File: src/rtl/booth_pp_gen.sv
// Radix-4 Booth encoder and partial-product generator for the 16x16 signed multiplier.
// Two-stage valid/ready pipeline; rows use the sign-extension-encoded layout the Dadda tree expects.
module booth_pp_gen #(
  parameter int unsigned TAG_W = 4
) (
  input  logic             clk,
  input  logic             rst,
  input  logic             in_valid,
  output logic             in_ready,
  input  logic [15:0]      in_a,
  input  logic [15:0]      in_b,
  input  logic [TAG_W-1:0] in_tag,
  output logic             out_valid,
  input  logic             out_ready,
  output logic [19:0]      pp0,
  output logic [18:0]      pp1,
  output logic [18:0]      pp2,
  output logic [18:0]      pp3,
  output logic [18:0]      pp4,
  output logic [18:0]      pp5,
  output logic [18:0]      pp6,
  output logic [17:0]      pp7,
  output logic [7:0]       sign,
  output logic [TAG_W-1:0] out_tag
);

  localparam int unsigned OP_W   = 16;
  localparam int unsigned M_W    = OP_W + 1;
  localparam int unsigned W0_W   = OP_W + 2;
  localparam int unsigned ROWS   = 8;

  logic             s1_valid;
  logic [OP_W-1:0]  s1_a;
  logic [OP_W-1:0]  s1_b;
  logic [TAG_W-1:0] s1_tag;
  logic             s2_ready;

  assign s2_ready = !out_valid || out_ready;
  assign in_ready = !s1_valid || s2_ready;

  // Stage 1: operand capture
  always_ff @(posedge clk) begin
    if (rst) begin
      s1_valid <= 1'b0;
      s1_a     <= '0;
      s1_b     <= '0;
      s1_tag   <= '0;
    end else if (in_ready) begin
      s1_valid <= in_valid;
      if (in_valid) begin
        s1_a   <= in_a;
        s1_b   <= in_b;
        s1_tag <= in_tag;
      end
    end
  end

  // Booth digit decode: one/two select the multiple magnitude, neg the sign
  logic [OP_W:0]   b_ext;
  logic [ROWS-1:0] d_one;
  logic [ROWS-1:0] d_two;
  logic [ROWS-1:0] d_neg;

  always_comb begin
    b_ext = {s1_b, 1'b0};
    d_one = '0;
    d_two = '0;
    d_neg = '0;
    for (int i = 0; i < int'(ROWS); i++) begin
      case (b_ext[2*i +: 3])
        3'b001, 3'b010: d_one[i] = 1'b1;
        3'b011:         d_two[i] = 1'b1;
        3'b100: begin
          d_two[i] = 1'b1;
          d_neg[i] = 1'b1;
        end
        3'b101, 3'b110: begin
          d_one[i] = 1'b1;
          d_neg[i] = 1'b1;
        end
        default: ;
      endcase
    end
  end

  // Rows 1..7: one's-complemented multiple, the +1 travels on sign[i]
  logic [M_W-1:0] r [1:7];

  always_comb begin
    for (int i = 1; i < int'(ROWS); i++) begin
      logic [M_W-1:0] m;
      m = '0;
      if (d_one[i])      m = {s1_a[OP_W-1], s1_a};
      else if (d_two[i]) m = {s1_a, 1'b0};
      r[i] = m ^ {M_W{d_neg[i]}};
    end
  end

  // Row 0 is a true two's-complement product so -2 * -32768 stays exact
  logic [W0_W-1:0] a18;
  logic [W0_W-1:0] mag0;
  logic [W0_W-1:0] w0;

  always_comb begin
    a18  = {{2{s1_a[OP_W-1]}}, s1_a};
    mag0 = '0;
    if (d_one[0])      mag0 = a18;
    else if (d_two[0]) mag0 = W0_W'(a18 << 1);
    w0 = d_neg[0] ? W0_W'(-mag0) : mag0;
  end

  logic [19:0] pp0_d;
  logic [18:0] pp1_d, pp2_d, pp3_d, pp4_d, pp5_d, pp6_d;
  logic [17:0] pp7_d;
  logic [7:0]  sign_d;

  always_comb begin
    pp0_d  = {~w0[17], w0[17], w0[17], w0[16:0]};
    pp1_d  = {1'b1, ~r[1][16], r[1]};
    pp2_d  = {1'b1, ~r[2][16], r[2]};
    pp3_d  = {1'b1, ~r[3][16], r[3]};
    pp4_d  = {1'b1, ~r[4][16], r[4]};
    pp5_d  = {1'b1, ~r[5][16], r[5]};
    pp6_d  = {1'b1, ~r[6][16], r[6]};
    pp7_d  = {~r[7][16], r[7]};
    sign_d = {d_neg[7:1], 1'b0};
  end

  // Stage 2: registered partial-product set, held while downstream stalls
  always_ff @(posedge clk) begin
    if (rst) begin
      out_valid <= 1'b0;
      pp0       <= '0;
      pp1       <= '0;
      pp2       <= '0;
      pp3       <= '0;
      pp4       <= '0;
      pp5       <= '0;
      pp6       <= '0;
      pp7       <= '0;
      sign      <= '0;
      out_tag   <= '0;
    end else if (s2_ready) begin
      out_valid <= s1_valid;
      if (s1_valid) begin
        pp0     <= pp0_d;
        pp1     <= pp1_d;
        pp2     <= pp2_d;
        pp3     <= pp3_d;
        pp4     <= pp4_d;
        pp5     <= pp5_d;
        pp6     <= pp6_d;
        pp7     <= pp7_d;
        sign    <= sign_d;
        out_tag <= s1_tag;
      end
    end
  end

endmodule

File: config.mk
export PLATFORM = sky130hd
export DESIGN_NAME = booth_pp_gen
export DESIGN_NICKNAME = d
export VERILOG_FILES = /design/src/rtl/booth_pp_gen.sv
export SDC_FILE = /design/constraint.sdc
export NUM_CORES = 1
export LEC_CHECK = 0
export CAP_MARGIN = 20
export CORE_ASPECT_RATIO = 0.8
export CORE_MARGIN = 2
export CORE_UTILIZATION = 35
export CTS_CLUSTER_DIAMETER = 40
export CTS_CLUSTER_SIZE = 20
export DETAILED_ROUTE_END_ITERATION = 12
export DONT_BUFFER_PORTS = 1
export GPL_TIMING_DRIVEN = 1
export PLACE_DENSITY = 0.47
export REMOVE_ABC_BUFFERS = 1
export SYNTH_ARGS = -nofsm -noshare
export SYNTH_HDL_FRONTEND = slang
export SYNTH_SLANG_ARGS = --single-unit
File: constraint.sdc
create_clock -name clk -period 3.2 [get_ports clk]
set_clock_uncertainty 0.2 [all_clocks]
set_input_delay 0.8 -clock clk [delete_from_list [all_inputs] [get_ports clk]]
set_output_delay 0.8 -clock clk [all_outputs]
set_load 0.05 [all_outputs]
# Yosys cells after proc, flatten, opt, wreduce, memory -nomap -nowiden
# Cells that the tools add are included.
[classes] n_mux=41 n_addsub=1 bitwise=15 n_eq_ne=45 n_reduce_logical=29
[ops] op="$mux W17" count=14
[ops] op="$xor A17 B17 Y17" count=7
[ops] op="$eq A3 B3 Y1 const B" count=21
[ops] op="$mux W18" count=3
[ops] op="$eq A3 B2 Y1 const B" count=14
[ops] op="$reduce_or A4 Y1" count=7
[ops] op="$mux W1" count=24
[ops] op="$eq A3 B1 Y1 const B" count=7
[ops] op="$reduce_or A3 Y1" count=7
[ops] op="$neg A18 Y18" count=1
[ops] op="$reduce_or A2 Y1" count=9
[ops] op="$not A1 Y1" count=8
[ops] op="$eq A2 B2 Y1 const B" count=2
[ops] op="$reduce_and A2 Y1" count=2
[ops] op="$eq A2 B1 Y1 const B" count=1
[ops] op="$logic_not A1 Y1" count=2
[ops] op="$logic_or A1 B1 Y1" count=2
[totals] word_cells=146 register_bits=201 output_inout_bits=166 in_bits=40

# Longest topological paths before layout
[depth] depth_word=7 ltp_mapped=12 ltp_nobuf=8

# Worst setup path after synthesis
# OpenSTA, ideal clock, no wires.
[synth_timing] path_kind="reg-to-reg" start="register s1_b[0]" end="register pp0[6]" t_required_ns=2.869 slack_ns=0.635 path_stages_with_launch=12 arrival_time_ns=2.235 path_buffers=4 period_less_slack_ns=2.565 setup_time_ns=0.131 cell_sequence="dfxtp_1 > buf_2 > buf_2 > buf_2 > buf_2 > nand2_1 > a21boi_0 > ha_1 > o211ai_2 > or4_1 > a31oi_1 > o211ai_1"
[synth_via] elab_chain_len=6
[synth_lines] element="from (decl)" line="34" text="logic [OP_W-1:0] s1_b;"
[synth_lines] element="from (signal assigned)" line="52" text="s1_b <= in_b;"
[synth_lines] element="$eq A2 B2 Y1 / $eq A2 B1 Y1 (equally long branches)" line="70" text="case (b_ext[2*i +: 3])"
[synth_lines] element="$reduce_or A2 Y1 (no line) / $mux W1 (equally long branches)"
[synth_lines] element="$mux W1 / $mux W18 (equally long branches)" line="70, 108"
[synth_lines] element="$mux W18" line="107" text="if (d_one[0]) mag0 = a18;"
[synth_lines] element="$neg A18 Y18" line="109" text="w0 = d_neg[0] ? W0_W'(-mag0) : mag0;"
[synth_lines] element="$mux W18 *" line="109"
[synth_lines] element="to (signal assigned)" line="146" text="pp0 <= pp0_d;"
[synth_lines] element="to (decl)" line="15" text="output logic [19:0] pp0,"
# Every way passes the cells marked *; elsewhere a longest branch is shown, timed or not.
# A chain may end at the register's enable or synchronous reset.

# Worst setup path after layout
[layout_timing] start="register out_valid" end="output port in_ready"
[layout_via] elab_chain_len=3
[layout_lines] element="from (decl)" line="13" text="output logic out_valid,"
[layout_lines] element="from (signal assigned)" line="144" text="out_valid <= s1_valid;"
[layout_lines] element="$logic_not A1 Y1" line="38" text="assign s2_ready = !out_valid || out_ready;"
[layout_lines] element="$logic_or A1 B1 Y1" line="38"
[layout_lines] element="$logic_or A1 B1 Y1" line="39" text="assign in_ready = !s1_valid || s2_ready;"
[layout_lines] element="to (decl)" line="9" text="output logic in_ready,"
# Every way passes these cells.

==> results.yml <==
status:
  status: "finished clean"
floorplan:
  row_count: 57
  die_area_mm2: 0.03183
  ioPinCount: 206
  core_mm2: 0.03017
  initial_core_util_pct: 35.28
  fp.dieW_um: 199.0
  dieHeight_um: 160.0
worst_setup_path:
  r2r_cells: 6
  path_depth: 4
  end_kind: "primary output"
  critical_path_class: "reg2out"
  worstPathMaxFanout: 4
  path_common_cell: "buf_4"
  slowest_stage: "dfxtp_1"
  cp.arrival_ns: 1.55
  path_buf_inv: 2
  start_kind: "flop"
  required_ns: 2.20
  critical_path.cell_chain: "buf_4, nor2b_1, nand2_1, buf_4"
  max_stage_delay_ns: 0.31
  crit_family: "buffers and inverters"
global_route:
  antenna_found_initial: 0
  grt_pass1_vias: 8585
  grt_max_degree: 182
  grt_use_total_pct: 22.33
  grt_pass1_wl_mm: 54.48
  globalRouteOverflowTotal: 0
yosys:
  synth_top_area_cell: "dfxtp_1"
  async_flop_share_pct: 0
  synth_fa_ha_area_share_pct: 0.1176
  seq_area_frac_synth_pct: 36.68
  synth_area_per_cell_um2: 7.747
  netlist_area_mm2: 0.01064
  ys_types: 65
  synthTopCellsByArea: "dfxtp_1, xor2_1, nor2_1"
  synth_compound_area_share_pct: 25.84
  ys_seq_elements: 195
  synth_top_family_by_area: "compound AO/OA/AOI/OAI gates"
  yosys_warnings: 0
  synth-simple-area-share_pct: 20.15
  synth_xor_area_share_pct: 9.627
  synthMuxAreaShare_pct: 0.5878
  synth_edf_count: 0
  netlist_instances: 1374
  synthFlopType: "dfxtp_1"
  yosys.area.top_type_share_pct: 36.68
placement:
  place_area_mm2: 0.01093
  dpl.hpwl_mm: 23.10
  post-place-ws_ns: 0.7149
  io_buffers: 0
  gp_congestion: 0.7697
clock_tree:
  cts.clk_slew.worst_paths_ns: 0.07
  cts_buffers: 17
  cts_resized: 0
  cts_hold_buf: 0
  post_cts_buffers: 0
  clk_latency_ns: 0.44
  ctsLongestPathBuffers: 2
  cts_tree: "done"
  cts.sinks: 195
  clockRootBuffer: "clkbuf_16"
  htree_levels: 4
finish:
  nFillCells: 3216
  final_util_pct: 38.30
  insertedDiodeCount: 0
  final_cell_area_mm2: 0.01155
  area_delta_synth_final_pct: 8.546
  nets: 1318
  layout-drive-gt1-share_pct: 7.836
  regArea_mm2: 0.003908
  multiInputGateArea_mm2: 0.006003
drt:
  met2RoutedLength_mm: 16.02
  num_vias: 9444
  vias_per_cell: 5.549
  drt_pass1_iterations: 5
  highest_layer: "met4"
  routed_wl_mm: 35.74
  route.met3.wl_mm: 2.173
  wire_per_inst_um: 21.00
  drtAntennaViolNets: 0
  drc: 0
  drt_iter0_markers: 629
  met1_length_mm: 17.34
timing:
  tightestPinTransition_ns: 0.9774
  rsz0062_at_grt: "no"
  finalMaxSlewViolations: 0
  period_minus_slack_ns: 2.555
  holdWs_ns: 0.2123
  setup_viol: 0
  fmax_mhz: 391.4
  relSlewSlack_pct: 34.75
  layout_setup_ws_ns: 0.6450
  hold_viol_final: 0
  fin_crit_sh_pct: 79.84
pwr:
  p_int_w: 0.004259
  p_leak_nw: 4.614
  p_comb_share_pct: 14.9
  swShare_pct: 34.18
  peakVddDrop_v: 0.0003651
  switchingPower_w: 0.002211
  p_total_w: 0.006470
  power_density_mw_per_mm2: 560.0
  p_seq_share_pct: 48.8
  clkPwrFrac_pct: 36.3
worst_hold_path:
  whs_path_depth: 1
  hold_class: "in2reg"
job:
  drv_cap: 0
layer usage:
layer / vias to the layer above / GRT usage, %
met2: 216 / 34.31
met3: 12 / 5.364
li1: 4666 / -
met4: 0 / 4.071
met1: 4550 / 31.91
met5: - / 0
path summary, 6_finish.rpt:
check	to	from	slack, ns
max reg2reg	pp0[18]$_SDFFE_PP0P_	s1_b[0]$_SDFFE_PP0P_	0.79
max	in_ready	out_valid$_SDFFE_PP0P_	0.65
min	pp1[18]$_SDFFE_PP0P_	rst	0.21
min reg2reg	out_tag[2]$_SDFFE_PP0P_	s1_tag[2]$_SDFFE_PP0P_	0.25
Yosys cell counts (all sizes together), types with 24 or more instances:
master / number
a21oi: 82
buf: 61
a211oi: 103
dfxtp: 195
a221oi: 92
clkbuf: 112
nand2: 151
o21ai: 39
nand3: 24
xor2: 112
nor2: 243
cell families (layout without fill, tap and decap cells):
| kind of cell | Yosys count | after routing |
|---|---|---|
| flip-flops | 195 | 195 |
| buffers and inverters | 177 | 92 |
| adder cells (fa/ha/maj) | 1 | 1 |
| XOR/XNOR | 117 | 117 |
| multiplexers | 6 | 6 |
| other | 1 | 1 |
| AND/OR/NAND/NOR | 493 | 493 |
| AO/OA/AOI/OAI | 384 | 384 |
flip-flops by register name, summed over array words and instances (netlist names), 7 cells and up:
register and count:
pp3 18, pp6 18, s1_b 16, pp1 19, pp5 18, pp7 18
pp4 18, s1_a 16, pp2 18, sign 7, pp0 19
per-stage QoR:
step,std cells,TNS (ns)
5_1_grt,1702,0
3_3_place_gp,1670,0
2_1_floorplan,1201,-420.74
3_5_place_dp,1670,0
6_report,1702,0
4_1_cts,1701,0
layout by cell type, fill, tap and decap left out, types with 7 or more instances in the layout:
master,instances
clkbuf_16,17
dfxtp_1,194
xor2_1,112
nor2_1,242
nand2_1,150
nor2b_1,7
a211oi_1,103
nand3_1,24
nor3b_1,13
a31oi_1,13
a21oi_1,82
a221oi_1,92
o21ai_0,38
nor3_1,12
buf_4,52
power by group through the flow:
stage	registers, W	clock network, W	logic [W]
finish	0.00316	0.00235	0.000966
global route	0.00318	0.00250	0.00108
CTS	0.00316	0.00241	0.000970
detailed placement	0.00322	0	0.000966
global placement	0.00322	0	0.000955
floorplan	0.00325	0	0.000607
layout make-up:
| cell class | instances | area share (%) |
|---|---|---|
| Tap cell | 413 | 4.473 |
| Clock inverter | 13 | 1.570 |
| Sequential cell | 195 | 33.82 |
| Multi-Input combinational cell | 1002 | 51.96 |
| Clock buffer | 18 | 3.801 |
| Timing Repair Buffer | 57 | 4.245 |
| Inverter | 4 | 0.1300 |
Power figures use the tool's default switching activity.
